## config.mk

```make
export PLATFORM = sky130hd
export DESIGN_NAME = sc_stream_counter
export DESIGN_NICKNAME = d
export VERILOG_FILES = /design/src/rtl/sc_pkg.sv /design/src/rtl/sc_ones_counter.sv /design/src/rtl/sc_stream_counter.sv
export SDC_FILE = /design/constraint.sdc
export NUM_CORES = 1
export LEC_CHECK = 0
export CORE_ASPECT_RATIO = 1.5
export CORE_MARGIN = 4
export CORE_UTILIZATION = 45
export DETAILED_ROUTE_END_ITERATION = 16
export HOLD_SLACK_MARGIN = 0.15
export REMOVE_ABC_BUFFERS = 1
export SETUP_SLACK_MARGIN = 0.15
export SYNTH_ARGS = -nofsm -noshare
export SYNTH_HDL_FRONTEND = slang
export SYNTH_SLANG_ARGS = --single-unit
```

## constraint.sdc

```tcl
create_clock -name clk -period 4.4 [get_ports clk]
set_input_delay 0.88 -clock clk [delete_from_list [all_inputs] [get_ports clk]]
set_output_delay 0.88 -clock clk [all_outputs]
set_load 0.05 [all_outputs]
```

## src/rtl/sc_pkg.sv

```systemverilog
// Shared types and helpers for the stochastic-to-binary stream counter.
// The rescale helper works on a wide container so any W up to 63 fits.
package sc_pkg;

    typedef enum logic [1:0] {
        IDLE,
        RUN,
        DONE
    } sc_cnt_state_t;

    localparam int SC_XW = 64;

    function automatic int sc_pw(input int w);
        return $clog2(w + 1);
    endfunction

    function automatic logic [SC_XW-1:0] sc_rescale(
        input logic [SC_XW-1:0] count,
        input int unsigned      p,
        input int unsigned      w
    );
        logic [SC_XW-1:0] sh;
        logic [SC_XW-1:0] lim;
        sh  = count << (w - p);
        lim = (SC_XW'(1) << w) - SC_XW'(1);
        return (sh > lim) ? lim : sh;
    endfunction

endpackage

```

## src/rtl/sc_ones_counter.sv

```systemverilog
// Per-stream ones counter, W+1 bits wide so a full 2^W window fits.
module sc_ones_counter #(
    parameter int W = 8
) (
    input  logic       clk,
    input  logic       rst_n,
    input  logic       clr,
    input  logic       en,
    input  logic       x,
    output logic [W:0] count,
    output logic [W:0] count_nxt
);

    assign count_nxt = count + {{W{1'b0}}, x};

    always_ff @(posedge clk or negedge rst_n) begin
        if (!rst_n) begin
            count <= '0;
        end else if (clr) begin
            count <= '0;
        end else if (en) begin
            count <= count_nxt;
        end
    end

endmodule

```

## src/rtl/sc_stream_counter.sv

```systemverilog
// Counts ones in N unipolar bitstreams over 2^prec accepted samples and
// returns rescaled W-bit binary estimates through a valid/ready handshake.
module sc_stream_counter
    import sc_pkg::*;
#(
    parameter int W  = 8,
    parameter int N  = 4,
    parameter int PW = sc_pw(W)
) (
    input  logic          clk,
    input  logic          rst_n,
    input  logic          start,
    input  logic [PW-1:0] prec,
    input  logic          in_valid,
    input  logic [N-1:0]  Xs,
    output logic          busy,
    output logic          out_valid,
    input  logic          out_ready,
    output logic [W-1:0]  Zs [N]
);

    sc_cnt_state_t state;
    logic [PW-1:0] p;
    logic [PW-1:0] p_in;
    logic [W:0]    smp_cnt;
    logic [W:0]    ones     [N];
    logic [W:0]    ones_nxt [N];
    logic [W-1:0]  zr       [N];
    logic          clr;
    logic          acc;
    logic          last;

    assign p_in = (prec > PW'(W)) ? PW'(W) : prec;

    // Start in DONE is dropped, so it must not clear the held counts.
    assign clr  = start && (state != DONE);
    assign acc  = (state == RUN) && in_valid && !start;
    assign last = acc && (smp_cnt == (((W+1)'(1) << p) - (W+1)'(1)));

    for (genvar i = 0; i < N; i++) begin : g_cnt
        sc_ones_counter #(
            .W (W)
        ) u_cnt (
            .clk       (clk),
            .rst_n     (rst_n),
            .clr       (clr),
            .en        (acc),
            .x         (Xs[i]),
            .count     (ones[i]),
            .count_nxt (ones_nxt[i])
        );
    end

    always_comb begin
        for (int i = 0; i < N; i++) begin
            zr[i] = W'(sc_rescale(SC_XW'(ones_nxt[i]), 32'(p), W));
        end
    end

    always_ff @(posedge clk or negedge rst_n) begin
        if (!rst_n) begin
            state     <= IDLE;
            p         <= '0;
            smp_cnt   <= '0;
            busy      <= 1'b0;
            out_valid <= 1'b0;
            for (int i = 0; i < N; i++) begin
                Zs[i] <= '0;
            end
        end else begin
            unique case (state)
                IDLE: begin
                    if (start) begin
                        state   <= RUN;
                        busy    <= 1'b1;
                        p       <= p_in;
                        smp_cnt <= '0;
                    end
                end
                RUN: begin
                    if (start) begin
                        p       <= p_in;
                        smp_cnt <= '0;
                    end else if (last) begin
                        state     <= DONE;
                        busy      <= 1'b0;
                        out_valid <= 1'b1;
                        for (int i = 0; i < N; i++) begin
                            Zs[i] <= zr[i];
                        end
                    end else if (in_valid) begin
                        smp_cnt <= smp_cnt + (W+1)'(1);
                    end
                end
                DONE: begin
                    if (out_ready) begin
                        state     <= IDLE;
                        out_valid <= 1'b0;
                    end
                end
                default: begin
                    state     <= IDLE;
                    busy      <= 1'b0;
                    out_valid <= 1'b0;
                end
            endcase
        end
    end

endmodule
```

==> results.md, run 1 <==
- Seq cells post-synth: 85
- Relative slew margins: 45.6%
- Vias: 6558
- Syn Std Cell Area: 6570 µm²
- DRT Wirelength: 20500 µm
- Max Freq: 261 MHz
- Gpl congestion: 0.965
- Area leader, netlist: dfrtp_1
- Die extent in y: 156 µm
- Max Root-Sink Buffers: 2
- Leak: 3.05 nW
- Post-CTS Hold Buffers: 0
- Row Count: 53
- Avg WL per Cell: 19.6 µm
- Die area: 16600 µm²
- CTS root buf: clkbuf_16
- Leading cell type in the layout, fill and taps excluded: nor2_1
- Register area share after synthesis: 32.4%
- Post-route minimum period: 3830 ps
- PortBufs: 46
- GRT overflow: 0
- Cell variety after synth: 74
- CP Class: reg -> reg
- Post-Syn Instances: 832
- Die Width: 107 µm
- Status: completed
- Utilization after layout: 52.7%
- Vias in the first global route: 6366
- Synth-to-layout area growth: 13.8%
- Worst-path clk slew: 70 ps
- Most frequent cells in the layout: nor2_1, o21ai_0, dfrtp_1, nand2_1, a21oi_1
- Iteration-0 DRC Markers: 607
- Clk_skew: 5.46 ps
- Post-cts resize count: 0
- Tightest Pin Transition: 810 ps
- HPWL after detailed placement: 14500 µm
- DP Area: 7130 µm²
- Post-synthesis async set-or-reset flop share: 100%
- HP Class: reg -> reg
- Crit path launch type: flip-flop
- First drt pass iteration count: 5
- Post-CTS Setup Repair Bufs: 0
- CP arrival: 4040 ps
- Synth warnings: 0
- Initial antenna violation count: 0
- GRT Util Overall: 24.8%
- Finish-stage setup viols: 0
- Final Hold Viols: 0
- WP data required: 4610 ps
- Core area: 14200 µm²
- Fill cells: 1394
- Layout cells sized above 1: 7.14%
- CTS tree: done
- Design Area, Final: 7480 µm²
- Peak VDD IR: 0.173 mV
- Drt drc: 0
- Setup crit end kind: flip-flop
- Fin. max-slew vios: 0
- IO Count: 47
- Dominant synthesized flop cell: dfrtp_1
- # diodes: 0
- Power Dens Cells: 310 nW/µm²
- Clock latency on the worst-skew pair: 340 ps
- Global-route wire length before repair: 33100 µm
- Nets: 878
- Antenna-violating nets left: 0
- RSZ-0062 raised after global routing: no
- Mean Syn Cell Area: 7.90 µm²
- CP peak stage delay: 650 ps
- Inserted Clock Buffers: 9
- Clk sinks: 85
- Worst path most repeated cell: ha_1
- H-tree depth: 3
- Top cells by area, synth: dfrtp_1, o21ai_0, nor2_1
- Synth top area share: 32.4%
- # Max-Cap Violations: 0
- Critical-path maximum fanout: 8
- Critical path cell sequence: inv_1 > ha_1 > ha_1 > nand2_1 > ha_1 > and2b_1 > and3_1 > a211oi_1 > xnor2_1 > or4_4 > a21oi_1 > and4_1 > a21oi_1
- EDFF count, synth: 0
- Slowest CP cell: or4_4
- Largest net degree at the start of global routing: 76
- Vias per cell: 6.27
- Final period util: 87.1%
- Starting Density: 46.3%
-- metal layers --
metal	track usage, %	routed length (µm)
met1	30.7	8420
met2	43.9	10500
met3	2.86	1030
met4	9.32	614
met5	0	0
-- per-stage QoR --
step                cells  hold WS [ps]  setup TNS (ps)  setup slack [ps]  power [mW]
floorplan             770           470          -72150             -2040        1.21
global placement     1030           471               0               477        1.42
detailed placement   1030           475               0               442        1.43
CTS                  1046           498               0               608        2.32
global route         1046           516               0               308        2.42
finish               1046           496               0               568        2.32
-- power by group --
part	switching, mW	internal (mW)
clock network	0.341	0.548
registers	0.0220	0.801
logic	0.403	0.204
-- worst max-delay path, delay by kind of cell (launching register included) --
family          cells  cell delay, ps
buf+inv             1             110
simple gates        5            1520
fa+ha+maj           3             870
flops               1             440
xor+xnor            1             210
compound gates      3             540
-- logic make-up after synthesis --
kind of cell | share of synthesized area, %
AOI/OAI and AO/OA | 26.7
xor gates and xnor gates | 4.80
adders and majority gates | 3.05
buffers and inverters | 6.11
DFF | 32.4
muxes | 2.87
and+or+nand+nor | 24.1
-- registers in the layout (all words and copies together), names as in the netlist --
register,flops
Zs,32
smp_cnt,9
busy,1
p,4
g_cnt.u_cnt.count,36
state,2
out_valid,1
-- path summary, 6_finish.rpt --
check / startpoint / to / slack, ps / cells after the start
hold reg to reg: out_valid / out_valid / 500 / 2
hold / removal: out_valid / out_valid / 500 / 2
max in group asynchronous: rst_n / smp_cnt[3] / 2880 / 2
min in group asynchronous: rst_n / g_cnt[1].u_cnt.count[2] / 580 / 1
setup / recovery: p[1] / Zs[8] / 570 / 13
setup reg to reg: p[1] / Zs[8] / 570 / 13
-- cell usage after synthesis, types with 14 or more instances --
library cell / instances
inv_1: 19
and3_1: 18
clkbuf_1: 22
nor2_1: 97
xnor2_1: 26
buf_2: 21
ha_1: 16
o21ai_0: 85
a21oi_1: 58
o31ai_1: 14
dfrtp_1: 85
nand2_1: 83
nor3_1: 18
nand3_1: 34
a31oi_1: 14
-- layout make-up --
type	instances	area (µm²)	share of cell area [%]
multi-input combinational	666	4060	54.3
sequential	85	2130	28.5
timing repair buffer	68	636	8.50
clock buffer	12	267	3.56
tap	192	240	3.21
clock inverter	4	77.6	1.04
inverter	19	71.3	0.954
(Power assumes the default switching activity.)
==> inputs of run 2 (changes only) <==
--- a/config.mk
+++ b/config.mk
@@ -7,9 +7,10 @@
 export LEC_CHECK = 0
 export CORE_ASPECT_RATIO = 1.5
 export CORE_MARGIN = 4
-export CORE_UTILIZATION = 45
+export CORE_UTILIZATION = 55
 export DETAILED_ROUTE_END_ITERATION = 16
 export HOLD_SLACK_MARGIN = 0.15
+export PLACE_DENSITY = 0.75
 export REMOVE_ABC_BUFFERS = 1
 export SETUP_SLACK_MARGIN = 0.15
 export SYNTH_ARGS = -nofsm -noshare
==> run 2 against run 1 <==
Net effect:
- count of clock-buffer cells in the layout down 3
- register-to-register slack better by 40 ps
- global-route usage up 2.7 points
- final cell count down 4.3%
- sequential share of layout area up 0.49 points
- via count up 0.69%
- clock power down 11%
- sequential power about the same
- hold slack worse by 0.86 ps
- combinational power down 2%
- fmax up 0.94%
==> results.md, run 2 (synthesis results as in run 1) <==
- Relative slew margins: 49.6%
- HPWL after detailed placement: 13500 µm
- Layout cells sized above 1: 6.82%
- Wire length on met2: 9400 µm
- Power Dens Cells: 301 nW/µm²
- CP Class: reg -> reg
- Vias: 6603
- Largest register FFs: 36
- Highest routed layer: met4
- Worst hold-check slack: 495 ps
- Switching Fraction: 34.5%
- Post-route minimum period: 3800 ps
- Clock latency on the worst-skew pair: 350 ps
- Largest regs: g_cnt.u_cnt.count: 36 flops, Zs: 32 flops, smp_cnt: 9 flops
- CP arrival: 4000 ps
- Core area: 11600 µm²
- Cell total after placement: 985
- Clock Power Share: 35.9%
- Met3 WL: 1340 µm
- Initial antenna violation count: 0
- Sw Pwr: 0.763 mW
- Worst r2r path cells: 13
- Leading cell type in the layout, fill and taps excluded: nor2_1
- Critical-path maximum fanout: 27
- Clk_skew: 10.4 ps
- Largest net degree at the start of global routing: 76
- Die Width: 97.3 µm
- Inserted Clock Buffers: 9
- Status: completed
- Pre-CTS setup slack: 476 ps
- Iteration-0 DRC Markers: 629
- CTS tree: done
- Final period util: 86.3%
- Worst-path clk slew: 70 ps
- Leak: 3.01 nW
- Clk sinks: 85
- Max Freq: 263 MHz
- Final Hold Viols: 0
- P_int: 1.45 mW
- Drt drc: 0
- Register share of total power: 37.2%
- Avg WL per Cell: 18.9 µm
- Post-CTS Hold Buffers: 0
- Peak VDD IR: 0.199 mV
- Post-cts resize count: 0
- GRT Util Overall: 27.5%
- RSZ-0062 raised after global routing: no
- Synth-to-layout area growth: 11.9%
- Fill cells: 1022
- H-tree depth: 3
- M1 wire length: 7340 µm
- Antenna-violating nets left: 0
- Vias per cell: 6.60
- Fin worst setup slack: 604 ps
- Die area: 13800 µm²
- Setup crit end kind: flip-flop
- Nets: 875
- DP Area: 7050 µm²
- Global-route wire length before repair: 31500 µm
- GRT overflow: 0
- # diodes: 0
- DRT Wirelength: 18900 µm
- Design Area, Final: 7350 µm²
- Vias in the first global route: 6542
- # Max-Cap Violations: 0
- First drt pass iteration count: 6
- Die extent in y: 142 µm
- Gpl congestion: 0.991
- PortBufs: 46
- Max Root-Sink Buffers: 2
- Most frequent cells in the layout: nor2_1, o21ai_0, dfrtp_1, nand2_1, a21oi_1
- Gate power share: 26.9%
- Row Count: 48
- CTS root buf: clkbuf_16
- WHS Path Cells: 2
- Finish-stage setup viols: 0
- Crit path launch type: flip-flop
- Post-CTS Setup Repair Bufs: 0
- Tightest Pin Transition: 756 ps
- Starting Density: 56.7%
- IO Count: 47
- WP data required: 4610 ps
- Register with the most flip-flops: g_cnt.u_cnt.count
- Fin. max-slew vios: 0
- HP Class: reg -> reg
- Fin cells: 1001
[run 2: cell count changes in the layout (fill, tap and decap cells not counted)]
cell,delta
bufinv_16,-1
clkbuf_8,-3
buf_12,-1
clkinvlp_4,+2
buf_4,-2
inv_6,+2
[run 2: final timing paths]
kind / startpoint / to / slack, ps
worst max-delay path: p[1] / Zs[27] / 600
worst min-delay path: out_valid / out_valid / 500
worst max register to register: p[1] / Zs[27] / 600
worst min register to register: out_valid / out_valid / 500
max in group asynchronous: rst_n / state[1] / 2910
min in group asynchronous: rst_n / g_cnt[1].u_cnt.count[5] / 530
[run 2: through the flow]
stage,setup TNS (ps),total power [mW],util [%]
after floorplan,-72150,1.21,-
after global placement,0,1.40,60.8
after detailed placement,0,1.41,60.8
after CTS,0,2.20,63.4
after global routing,0,2.31,63.4
final,0,2.21,63.4
[run 2: layout make-up]
type	instances	area (µm²)	area share (%)
well taps	150	188	2.55
repair buffers	65	601	8.17
flip-flops and latches	85	2130	28.9
clock inverters	7	80.1	1.09
inverters	19	71.3	0.970
clock buffers	9	225	3.06
multi-input cells	666	4060	55.2
[run 2: power groups by stage]
stage	Clock [mW]	Sequential [mW]	Combinational (mW)
floorplan	0	0.869	0.338
global placement	0	0.836	0.563
detailed placement	0	0.837	0.575
CTS	0.800	0.823	0.580
global route	0.840	0.825	0.642
finish	0.794	0.823	0.595
[run 2: critical path: stages (launching register included)]
cell      delay, ps
dfrtp_1         440
inv_1           110
ha_1            260
ha_1            310
nand2_1         130
ha_1            280
and2b_1         190
and3_1          160
a211oi_1        280
xnor2_1         200
nor4_4          340
buf_4           350
nor4b_4         470
a21oi_1         130
[run 2: layer usage]
metal,track usage [%],up-vias
li1,-,3070
met1,31.9,3149
met2,49.2,310
met3,4.97,74
met4,12.5,0
met5,0,-
